**config.mk**
```make
export PLATFORM = sky130hd
export DESIGN_NAME = pe_mac_pipe_flat
export DESIGN_NICKNAME = d
export VERILOG_FILES = /design/src/rtl/pe_pkg.sv /design/src/rtl/pe_mac_pipe_if.sv /design/src/rtl/pe_spad.sv /design/src/rtl/pe_mac_pipe.sv /design/src/flat_wrapper.sv
export SDC_FILE = /design/constraint.sdc
export NUM_CORES = 2
export LEC_CHECK = 0
export CORE_MARGIN = 3
export CORE_UTILIZATION = 40
export DETAILED_ROUTE_END_ITERATION = 12
export GPL_ROUTABILITY_DRIVEN = 0
export SLEW_MARGIN = 30
export SYNTH_ARGS = -nofsm -noshare
export SYNTH_HDL_FRONTEND = slang
export SYNTH_SLANG_ARGS = --single-unit
```
**constraint.sdc**
```tcl
create_clock -name i_clk -period 4.2 [get_ports i_clk]
set_input_delay 0.42 -clock i_clk [delete_from_list [all_inputs] [get_ports i_clk]]
set_output_delay 0.42 -clock i_clk [all_outputs]
set_load 0.03 [all_outputs]
```
**src/rtl/pe_pkg.sv**
```systemverilog
// Shared definitions for the PE MAC pipeline.
// Contents: the opcode enum (MAC, ACC, LOAD, CLR) and the default widths
// used by pe_mac_pipe, pe_mac_pipe_if and the bench.
package pe_pkg;

    typedef enum logic [1:0] {
        PE_OP_MAC  = 2'd0,
        PE_OP_ACC  = 2'd1,
        PE_OP_LOAD = 2'd2,
        PE_OP_CLR  = 2'd3
    } pe_op_e;

    localparam int unsigned PE_DATA_BITWIDTH     = 8;
    localparam int unsigned PE_PSUM_BITWIDTH     = 20;
    localparam int unsigned PE_IFMAP_SPAD_AWIDTH = 4;
    localparam int unsigned PE_WGHT_SPAD_AWIDTH  = 7;
    localparam int unsigned PE_PSUM_SPAD_AWIDTH  = 3;

endpackage

```
**src/rtl/pe_mac_pipe_if.sv**
```systemverilog
// Issue/result bus between the PE controller (master) and pe_mac_pipe (slave).
// Issue side: i_valid, i_op, i_ifmap_raddr, i_wght_raddr, i_psum_addr,
//             i_psum_we, i_out_en, i_psum_data
// Result side: o_psum_data, o_psum_valid, o_busy
interface pe_mac_pipe_if
    import pe_pkg::*;
#(
    parameter int unsigned DATA_BITWIDTH     = PE_DATA_BITWIDTH,
    parameter int unsigned PSUM_BITWIDTH     = PE_PSUM_BITWIDTH,
    parameter int unsigned IFMAP_SPAD_AWIDTH = PE_IFMAP_SPAD_AWIDTH,
    parameter int unsigned WGHT_SPAD_AWIDTH  = PE_WGHT_SPAD_AWIDTH,
    parameter int unsigned PSUM_SPAD_AWIDTH  = PE_PSUM_SPAD_AWIDTH
) ();

    logic                         i_valid;
    pe_op_e                       i_op;
    logic [IFMAP_SPAD_AWIDTH-1:0] i_ifmap_raddr;
    logic [WGHT_SPAD_AWIDTH-1:0]  i_wght_raddr;
    logic [PSUM_SPAD_AWIDTH-1:0]  i_psum_addr;
    logic                         i_psum_we;
    logic                         i_out_en;
    logic [PSUM_BITWIDTH-1:0]     i_psum_data;
    logic [PSUM_BITWIDTH-1:0]     o_psum_data;
    logic                         o_psum_valid;
    logic                         o_busy;

    modport master (
        output i_valid, i_op, i_ifmap_raddr, i_wght_raddr, i_psum_addr,
               i_psum_we, i_out_en, i_psum_data,
        input  o_psum_data, o_psum_valid, o_busy
    );

    modport slave (
        input  i_valid, i_op, i_ifmap_raddr, i_wght_raddr, i_psum_addr,
               i_psum_we, i_out_en, i_psum_data,
        output o_psum_data, o_psum_valid, o_busy
    );

endinterface

```
**src/rtl/pe_spad.sv**
```systemverilog
// Single-write-port, asynchronous-read scratchpad (no reset on contents).
// Ports: i_clk, i_we/i_waddr/i_wdata (synchronous write),
//        i_raddr -> o_rdata (combinational read; a same-cycle write to the
//        same address is seen only from the next cycle).
module pe_spad #(
    parameter int unsigned DWIDTH = 8,
    parameter int unsigned AWIDTH = 4
) (
    input  logic              i_clk,
    input  logic              i_we,
    input  logic [AWIDTH-1:0] i_waddr,
    input  logic [DWIDTH-1:0] i_wdata,
    input  logic [AWIDTH-1:0] i_raddr,
    output logic [DWIDTH-1:0] o_rdata
);

    localparam int unsigned DEPTH = 1 << AWIDTH;

    logic [DWIDTH-1:0] mem [DEPTH];

    always_ff @(posedge i_clk) begin
        if (i_we) begin
            mem[i_waddr] <= i_wdata;
        end
    end

    assign o_rdata = mem[i_raddr];

endmodule

```
**src/rtl/pe_mac_pipe.sv**
```systemverilog
// PE datapath: ifmap/weight/psum scratchpads feeding a 3-stage MAC pipeline.
// Ports: i_clk, i_rst (sync, active-high), i_en (pipeline advance),
//        ifmap/weight spad write ports, bus (pe_mac_pipe_if.slave) carrying
//        the issue fields and the registered psum result / busy flag.
// Optional: define PE_PSUM_SATURATE_EN to saturate MAC/ACC results to the
//        PSUM_BITWIDTH range instead of wrapping.
module pe_mac_pipe
    import pe_pkg::*;
#(
    parameter int unsigned DATA_BITWIDTH     = PE_DATA_BITWIDTH,
    parameter int unsigned PSUM_BITWIDTH     = PE_PSUM_BITWIDTH,
    parameter int unsigned IFMAP_SPAD_AWIDTH = PE_IFMAP_SPAD_AWIDTH,
    parameter int unsigned WGHT_SPAD_AWIDTH  = PE_WGHT_SPAD_AWIDTH,
    parameter int unsigned PSUM_SPAD_AWIDTH  = PE_PSUM_SPAD_AWIDTH,
    parameter int unsigned SIGNED            = 1
) (
    input  logic                         i_clk,
    input  logic                         i_rst,
    input  logic                         i_en,
    input  logic                         i_ifmap_we,
    input  logic [IFMAP_SPAD_AWIDTH-1:0] i_ifmap_waddr,
    input  logic [DATA_BITWIDTH-1:0]     i_ifmap_data,
    input  logic                         i_wght_we,
    input  logic [WGHT_SPAD_AWIDTH-1:0]  i_wght_waddr,
    input  logic [DATA_BITWIDTH-1:0]     i_wght_data,
    pe_mac_pipe_if.slave                 bus
);

    localparam int unsigned PROD_W = 2 * DATA_BITWIDTH;
    localparam int unsigned P      = PSUM_BITWIDTH;

    logic [DATA_BITWIDTH-1:0] ifmap_rdata, wght_rdata;
    logic [P-1:0]             psum_rdata;
    logic                     psum_spad_we;

    // S0 registers
    logic                        s0_valid, s0_we, s0_oe;
    pe_op_e                      s0_op;
    logic [DATA_BITWIDTH-1:0]    s0_ifmap, s0_wght;
    logic [P-1:0]                s0_psum_in;
    logic [PSUM_SPAD_AWIDTH-1:0] s0_paddr;
    // S1 registers
    logic                        s1_valid, s1_we, s1_oe;
    pe_op_e                      s1_op;
    logic [PROD_W-1:0]           s1_prod;
    logic [P-1:0]                s1_psum_in;
    logic [PSUM_SPAD_AWIDTH-1:0] s1_paddr;
    // S2 / output registers
    logic                        s2_valid;

    logic [PROD_W-1:0] op_a, op_b, prod;
    logic [P-1:0]      prod_ext, addend, result;

    pe_spad #(.DWIDTH(DATA_BITWIDTH), .AWIDTH(IFMAP_SPAD_AWIDTH)) u_ifmap_spad (
        .i_clk(i_clk), .i_we(i_ifmap_we), .i_waddr(i_ifmap_waddr),
        .i_wdata(i_ifmap_data), .i_raddr(bus.i_ifmap_raddr), .o_rdata(ifmap_rdata)
    );

    pe_spad #(.DWIDTH(DATA_BITWIDTH), .AWIDTH(WGHT_SPAD_AWIDTH)) u_wght_spad (
        .i_clk(i_clk), .i_we(i_wght_we), .i_waddr(i_wght_waddr),
        .i_wdata(i_wght_data), .i_raddr(bus.i_wght_raddr), .o_rdata(wght_rdata)
    );

    // Read-modify-write of the psum entry happens entirely in the S2 cycle,
    // so a back-to-back op to the same address sees the previous result.
    assign psum_spad_we = i_en && !i_rst && s1_valid && s1_we;

    pe_spad #(.DWIDTH(P), .AWIDTH(PSUM_SPAD_AWIDTH)) u_psum_spad (
        .i_clk(i_clk), .i_we(psum_spad_we), .i_waddr(s1_paddr),
        .i_wdata(result), .i_raddr(s1_paddr), .o_rdata(psum_rdata)
    );

    // Operands are extended to the product width first so the low PROD_W
    // bits of the multiply are correct for both signed and unsigned modes.
    always_comb begin
        if (SIGNED != 0) begin
            op_a     = PROD_W'($signed(s0_ifmap));
            op_b     = PROD_W'($signed(s0_wght));
            prod_ext = P'($signed(s1_prod));
        end else begin
            op_a     = PROD_W'(s0_ifmap);
            op_b     = PROD_W'(s0_wght);
            prod_ext = P'(s1_prod);
        end
        prod = op_a * op_b;
    end

    assign addend = (s1_op == PE_OP_ACC) ? s1_psum_in : prod_ext;

`ifdef PE_PSUM_SATURATE_EN
    localparam logic [P-1:0] SAT_MAX = (SIGNED != 0) ? {1'b0, {(P-1){1'b1}}} : '1;
    localparam logic [P-1:0] SAT_MIN = (SIGNED != 0) ? {1'b1, {(P-1){1'b0}}} : '0;

    function automatic logic [P:0] ext1(input logic [P-1:0] x);
        return (SIGNED != 0) ? {x[P-1], x} : {1'b0, x};
    endfunction

    logic [P:0] sum;
    logic       ovf;

    always_comb begin
        sum = ext1(psum_rdata) + ext1(addend);
        // Signed: top two bits disagree on overflow. Unsigned: carry out.
        ovf = (SIGNED != 0) ? (sum[P] != sum[P-1]) : sum[P];
        result = '0;
        case (s1_op)
            PE_OP_MAC, PE_OP_ACC: begin
                if (!ovf)             result = sum[P-1:0];
                else if (SIGNED == 0) result = SAT_MAX;
                else                  result = sum[P] ? SAT_MIN : SAT_MAX;
            end
            PE_OP_LOAD: result = s1_psum_in;
            default:    result = '0;
        endcase
    end
`else
    // Modular wrap: the P+1-bit sum truncated to P bits equals a P-bit add.
    always_comb begin
        result = '0;
        case (s1_op)
            PE_OP_MAC, PE_OP_ACC: result = psum_rdata + addend;
            PE_OP_LOAD:           result = s1_psum_in;
            default:              result = '0;
        endcase
    end
`endif

    always_ff @(posedge i_clk) begin
        if (i_rst) begin
            s0_valid         <= 1'b0;
            s0_we            <= 1'b0;
            s0_oe            <= 1'b0;
            s0_op            <= PE_OP_MAC;
            s0_ifmap         <= '0;
            s0_wght          <= '0;
            s0_psum_in       <= '0;
            s0_paddr         <= '0;
            s1_valid         <= 1'b0;
            s1_we            <= 1'b0;
            s1_oe            <= 1'b0;
            s1_op            <= PE_OP_MAC;
            s1_prod          <= '0;
            s1_psum_in       <= '0;
            s1_paddr         <= '0;
            s2_valid         <= 1'b0;
            bus.o_psum_data  <= '0;
            bus.o_psum_valid <= 1'b0;
        end else if (i_en) begin
            s0_valid   <= bus.i_valid;
            s0_we      <= bus.i_psum_we;
            s0_oe      <= bus.i_out_en;
            s0_op      <= bus.i_op;
            s0_ifmap   <= ifmap_rdata;
            s0_wght    <= wght_rdata;
            s0_psum_in <= bus.i_psum_data;
            s0_paddr   <= bus.i_psum_addr;

            s1_valid   <= s0_valid;
            s1_we      <= s0_we;
            s1_oe      <= s0_oe;
            s1_op      <= s0_op;
            s1_prod    <= prod;
            s1_psum_in <= s0_psum_in;
            s1_paddr   <= s0_paddr;

            s2_valid         <= s1_valid;
            bus.o_psum_valid <= s1_valid && s1_oe;
            if (s1_valid) begin
                bus.o_psum_data <= result;
            end
        end
    end

    assign bus.o_busy = s0_valid || s1_valid || s2_valid;

endmodule

```
**src/flat_wrapper.sv**
```systemverilog
// flat-port wrapper written by rule: the top's interface ports become plain ports
module pe_mac_pipe_flat import pe_pkg::*;
#(
    parameter int unsigned DATA_BITWIDTH     = PE_DATA_BITWIDTH,
    parameter int unsigned PSUM_BITWIDTH     = PE_PSUM_BITWIDTH,
    parameter int unsigned IFMAP_SPAD_AWIDTH = PE_IFMAP_SPAD_AWIDTH,
    parameter int unsigned WGHT_SPAD_AWIDTH  = PE_WGHT_SPAD_AWIDTH,
    parameter int unsigned PSUM_SPAD_AWIDTH  = PE_PSUM_SPAD_AWIDTH,
    parameter int unsigned SIGNED            = 1
)
  (i_clk, i_rst, i_en, i_ifmap_we, i_ifmap_waddr, i_ifmap_data, i_wght_we, i_wght_waddr, i_wght_data, bus_i_valid, bus_i_op, bus_i_ifmap_raddr, bus_i_wght_raddr, bus_i_psum_addr, bus_i_psum_we, bus_i_out_en, bus_i_psum_data, bus_o_psum_data, bus_o_psum_valid, bus_o_busy);
  pe_mac_pipe_if #(.DATA_BITWIDTH(DATA_BITWIDTH), .PSUM_BITWIDTH(PSUM_BITWIDTH), .IFMAP_SPAD_AWIDTH(IFMAP_SPAD_AWIDTH), .WGHT_SPAD_AWIDTH(WGHT_SPAD_AWIDTH), .PSUM_SPAD_AWIDTH(PSUM_SPAD_AWIDTH)) bus_i ();
  input  logic i_clk;
  input  logic i_rst;
  input  logic i_en;
  input  logic i_ifmap_we;
  input  logic [IFMAP_SPAD_AWIDTH-1:0] i_ifmap_waddr;
  input  logic [DATA_BITWIDTH-1:0] i_ifmap_data;
  input  logic i_wght_we;
  input  logic [WGHT_SPAD_AWIDTH-1:0] i_wght_waddr;
  input  logic [DATA_BITWIDTH-1:0] i_wght_data;
  input wire logic [$bits(bus_i.i_valid)-1:0] bus_i_valid;
  input wire logic [$bits(bus_i.i_op)-1:0] bus_i_op;
  input wire logic [$bits(bus_i.i_ifmap_raddr)-1:0] bus_i_ifmap_raddr;
  input wire logic [$bits(bus_i.i_wght_raddr)-1:0] bus_i_wght_raddr;
  input wire logic [$bits(bus_i.i_psum_addr)-1:0] bus_i_psum_addr;
  input wire logic [$bits(bus_i.i_psum_we)-1:0] bus_i_psum_we;
  input wire logic [$bits(bus_i.i_out_en)-1:0] bus_i_out_en;
  input wire logic [$bits(bus_i.i_psum_data)-1:0] bus_i_psum_data;
  output wire logic [$bits(bus_i.o_psum_data)-1:0] bus_o_psum_data;
  output wire logic [$bits(bus_i.o_psum_valid)-1:0] bus_o_psum_valid;
  output wire logic [$bits(bus_i.o_busy)-1:0] bus_o_busy;
  assign bus_i.i_valid = bus_i_valid;
  assign bus_i.i_op = bus_i_op;
  assign bus_i.i_ifmap_raddr = bus_i_ifmap_raddr;
  assign bus_i.i_wght_raddr = bus_i_wght_raddr;
  assign bus_i.i_psum_addr = bus_i_psum_addr;
  assign bus_i.i_psum_we = bus_i_psum_we;
  assign bus_i.i_out_en = bus_i_out_en;
  assign bus_i.i_psum_data = bus_i_psum_data;
  assign bus_o_psum_data = bus_i.o_psum_data;
  assign bus_o_psum_valid = bus_i.o_psum_valid;
  assign bus_o_busy = bus_i.o_busy;
  pe_mac_pipe #(.DATA_BITWIDTH(DATA_BITWIDTH), .PSUM_BITWIDTH(PSUM_BITWIDTH), .IFMAP_SPAD_AWIDTH(IFMAP_SPAD_AWIDTH), .WGHT_SPAD_AWIDTH(WGHT_SPAD_AWIDTH), .PSUM_SPAD_AWIDTH(PSUM_SPAD_AWIDTH), .SIGNED(SIGNED)) u_core (.i_clk(i_clk), .i_rst(i_rst), .i_en(i_en), .i_ifmap_we(i_ifmap_we), .i_ifmap_waddr(i_ifmap_waddr), .i_ifmap_data(i_ifmap_data), .i_wght_we(i_wght_we), .i_wght_waddr(i_wght_waddr), .i_wght_data(i_wght_data), .bus(bus_i));
endmodule
```
==> flow_metrics.tcl <==
set metrics [dict create \
    status "complete, no violations" \
    pin_count 93 \
    path_class "flip-flop to flip-flop" \
    clk_latency_ps 810 \
    cp.buffers_inverters 5 \
    die-height_microns 388 \
    worst_path_dominant_cell_family "adder cells" \
    fin_setup_tns_ps 0 \
    setup_viol 0 \
    num_vias 29300 \
    antenna_found_initial 2 \
    crit_path_max_incr_delay_ps 530 \
    ant_nets 0 \
    p_per_area_nw_per_um2 458 \
    slew_violations 0 \
    startpoint_type "flip-flop" \
    clk_pin_slew_worst_paths_ps 60 \
    r2r_slack_ps 110 \
    netlist_area_sq_um 58400 \
    cts_buffers 150 \
    crit_fanout 3 \
    ys.flop_type "edfxtp_1" \
    worstMarginPinSlew_ps 1090 \
    maxCapViolCount 0 \
    cp.required_ps 4840 \
    irDropWorstVdd_v 0.000373 \
    synth.distinct_cells 65 \
    drc 0 \
    ys_ff_latch 1425 \
    fmax_ghz 0.244 \
    routed_via_density 5.43 \
    min_period_ps 4090 \
    synth.net_count 3243 \
    utilization_pct 46.9 \
    drive_above_1_share_pct 25.5 \
    area_growth_pct 16.0 \
    post_cts_buffers 0 \
    fin_crit_sh_pct 97.4 \
    hold_class "input pin to flip-flop" \
    yosysWarnings 0 \
    dieArea_sq_um 151000 \
    mostFrequentLayoutCell "edfxtp_1" \
    hold_violations 0 \
    cpMaxStageDelayCell "fa_1" \
    drt-pass1-iter-count 7 \
    die_w_microns 388 \
    min_delay_worst_endpoint "u_core.s0_psum_in[7]$_SDFFE_PP0P_" \
    dp.cells 5125 \
    worstRegToRegCells 17 \
    ys_seq_area_share_pct 71.3 \
    synth_enable_flop_cells 1312 \
    wl_mm 133 \
    cts_sinks 1425 \
    tritoncts "done" \
    synthArstFlopShare_pct 0 \
    wl_per_cell_microns 24.6 \
    root_buffer "clkbuf_16" \
    grt_max_degree 102 \
    syn-instance-count 3068 \
    start_util_pct 40.5 \
    p_leak_nw 22.5 \
    rsz0062_at_grt "true" \
    coreArea_sq_um 144000 \
    cts_max_level 4 \
    final_cell_count_no_fill 5397 \
    rows 139 \
    dpl.hpwl_mm 85.3 \
    fin_hold_ws_ps 110 \
    antenna_cells 0 \
    mostFrequentLayoutCells "1312 x edfxtp_1, 364 x mux4_2, 252 x nor2_1" \
    worstHoldStart "i_en" \
    crit_path_end_kind "flip-flop" \
    cp_cell_sequence "and2_4 > fa_1 > inv_1 > fa_1 > inv_1 > fa_1 > inv_1 > fa_1 > inv_1 > ha_4 > or3_4 > o221ai_4 > a21oi_2 > buf_4 > xor2_1 > mux2i_1 > nor2_1" \
    grt_pass1_vias 30000 \
    grt.overflow.total 0 \
    timing.rr.end "u_core.s1_prod[13]$_SDFFE_PP0P_" \
    grt_pass1_wl_mm 200 \
    skew_ps 61.3 \
    arrival_ps 4730 \
    hold_path_depth 3 \
    clock_path_buffers 3 \
    drt_iter0_drc 2649 \
    fill_cells 12100 \
    slew_headroom_pct 27.2 \
    worstReg2RegStart "u_core.s0_wght[2]$_SDFFE_PP0P_" \
    grtUsageTotal_pct 17.7 \
    syn_area_per_cell_sq_um 19.0 \
    io_buffers 92 \
    nets 3550 \
]
==> registers in the layout, indices dropped and copies added (netlist names), 2 cells and up, named ones only <==
name / cells
u_core.u_psum_spad.mem: 160
u_core.s0_ifmap: 8
u_core.s1_paddr: 3
u_core.s1_prod: 16
u_core.s0_paddr: 3
u_core.u_wght_spad.mem: 1024
u_core.u_ifmap_spad.mem: 128
u_core.s1_op: 2
u_core.s0_op: 2
u_core.s0_wght: 8
u_core.bus.o_psum_data: 20
u_core.s1_psum_in: 20
u_core.s0_psum_in: 20
==> routing by layer <==
metal  GRT usage (%)  part of all wire, %
met1            25.6                   45
met2            27.9                   48
met3            3.06                  5.3
met4            4.62                  1.9
met5               0                    0
==> logic make-up (layout without fill, tap and decap cells) <==
family / Yosys count / count (layout) / synth area share, %
adder cells (fa/ha/maj): 104 / 104 / 2.95
flip-flops: 1425 / 1425 / 71.3
buffers and inverters: 237 / 663 / 1.78
XOR/XNOR: 26 / 26 / 0.415
multiplexers: 530 / 530 / 16.9
AND/OR/NAND/NOR: 539 / 539 / 4.20
AO/OA/AOI/OAI: 207 / 207 / 2.42
==> stage by stage <==
step / worst slack [ps] / power, mW / cell area, sq um
floorplan: 39.4 / 17.5 / 58400
global placement: -60.7 / 18.5 / 62800
detailed placement: -109 / 18.5 / 62800
CTS: 3.35 / 31.3 / 67600
global route: -67.3 / 32.2 / 67800
finish: 108 / 31.0 / 67800
==> synthesized netlist by cell type, drive strengths merged, types with 6 or more instances <==
| cell | n | area, sq um |
|---|---|---|
| a22o | 6 | 52.6 |
| xor2 | 12 | 105 |
| and2 | 49 | 307 |
| o22ai | 8 | 50.1 |
| mux2 | 36 | 405 |
| nand2b | 10 | 62.6 |
| nor2b | 26 | 163 |
| a211oi | 9 | 72.6 |
| nand2 | 93 | 349 |
| nand3 | 29 | 145 |
| a21o | 19 | 143 |
| a22oi | 37 | 278 |
| dfxtp | 113 | 2260 |
| xnor2 | 13 | 114 |
| clkbuf | 79 | 297 |
| edfxtp | 1312 | 39400 |
| buf | 72 | 422 |
| mux2i | 130 | 1300 |
| a21oi | 53 | 269 |
| nor2 | 259 | 972 |
| nor3 | 34 | 170 |
| o221ai | 7 | 61.3 |
| nand3b | 10 | 75.1 |
| o21ai | 26 | 130 |
| fa | 56 | 1120 |
| ha | 48 | 601 |
| mux4 | 364 | 8200 |
| inv | 85 | 319 |
==> final cells by class <==
type / instances / area (sq um) / share of cell area, %
inverters: 86 / 323 / 0.476
clock buffers: 190 / 3960 / 5.84
well taps: 1903 / 2380 / 3.51
repair buffers: 306 / 2700 / 3.98
clock inverters: 81 / 828 / 1.22
flip-flops and latches: 1425 / 41700 / 61.5
multi-input cells: 1406 / 15900 / 23.5
==> worst register-to-register path, stage by stage, from the launching register on <==
cell	delay [ps]
dfxtp_2	340
and2_4	160
fa_1	530
inv_1	50
fa_1	530
inv_1	50
fa_1	470
inv_1	50
fa_1	470
inv_1	60
ha_4	150
or3_4	370
o221ai_4	200
a21oi_2	90
buf_4	140
xor2_1	130
mux2i_1	130
nor2_1	60
==> worst max-delay path by stage <==
stage	start	end	depth (start not counted)
3_3_place_gp	u_core.s0_wght[2]$_SDFFE_PP0P_	u_core.s1_prod[13]$_SDFFE_PP0P_	17
4_1_cts	u_core.s0_wght[3]$_SDFFE_PP0P_	u_core.s1_prod[14]$_SDFFE_PP0P_	17
3_5_place_dp	u_core.s0_wght[2]$_SDFFE_PP0P_	u_core.s1_prod[13]$_SDFFE_PP0P_	17
2_1_floorplan	u_core.s0_ifmap[7]$_SDFFE_PP0P_	u_core.s1_prod[15]$_SDFFE_PP0P_	16
5_1_grt	u_core.s0_wght[2]$_SDFFE_PP0P_	u_core.s1_prod[14]$_SDFFE_PP0P_	17
6_report	u_core.s0_wght[2]$_SDFFE_PP0P_	u_core.s1_prod[13]$_SDFFE_PP0P_	17
==> report_power, final <==
part / leakage [nW] / internal (mW) / switching [mW]
Sequential: 12.7 / 15.7 / 0.0732
Combinational: 7.44 / 0.997 / 1.42
Clock: 2.32 / 7.29 / 5.52
Total: 22.5 / 24.0 / 7.01
==> repair_timing <==
action	4_1_cts	5_1_grt
pin swaps	0	10
gates resized for setup	4	42
hold buffers	1	0
endpoints found under the hold margin	4	0
gates cloned	0	0
setup endpoints to repair	5	49
No activity file was read; power rests on OpenSTA's default activity.
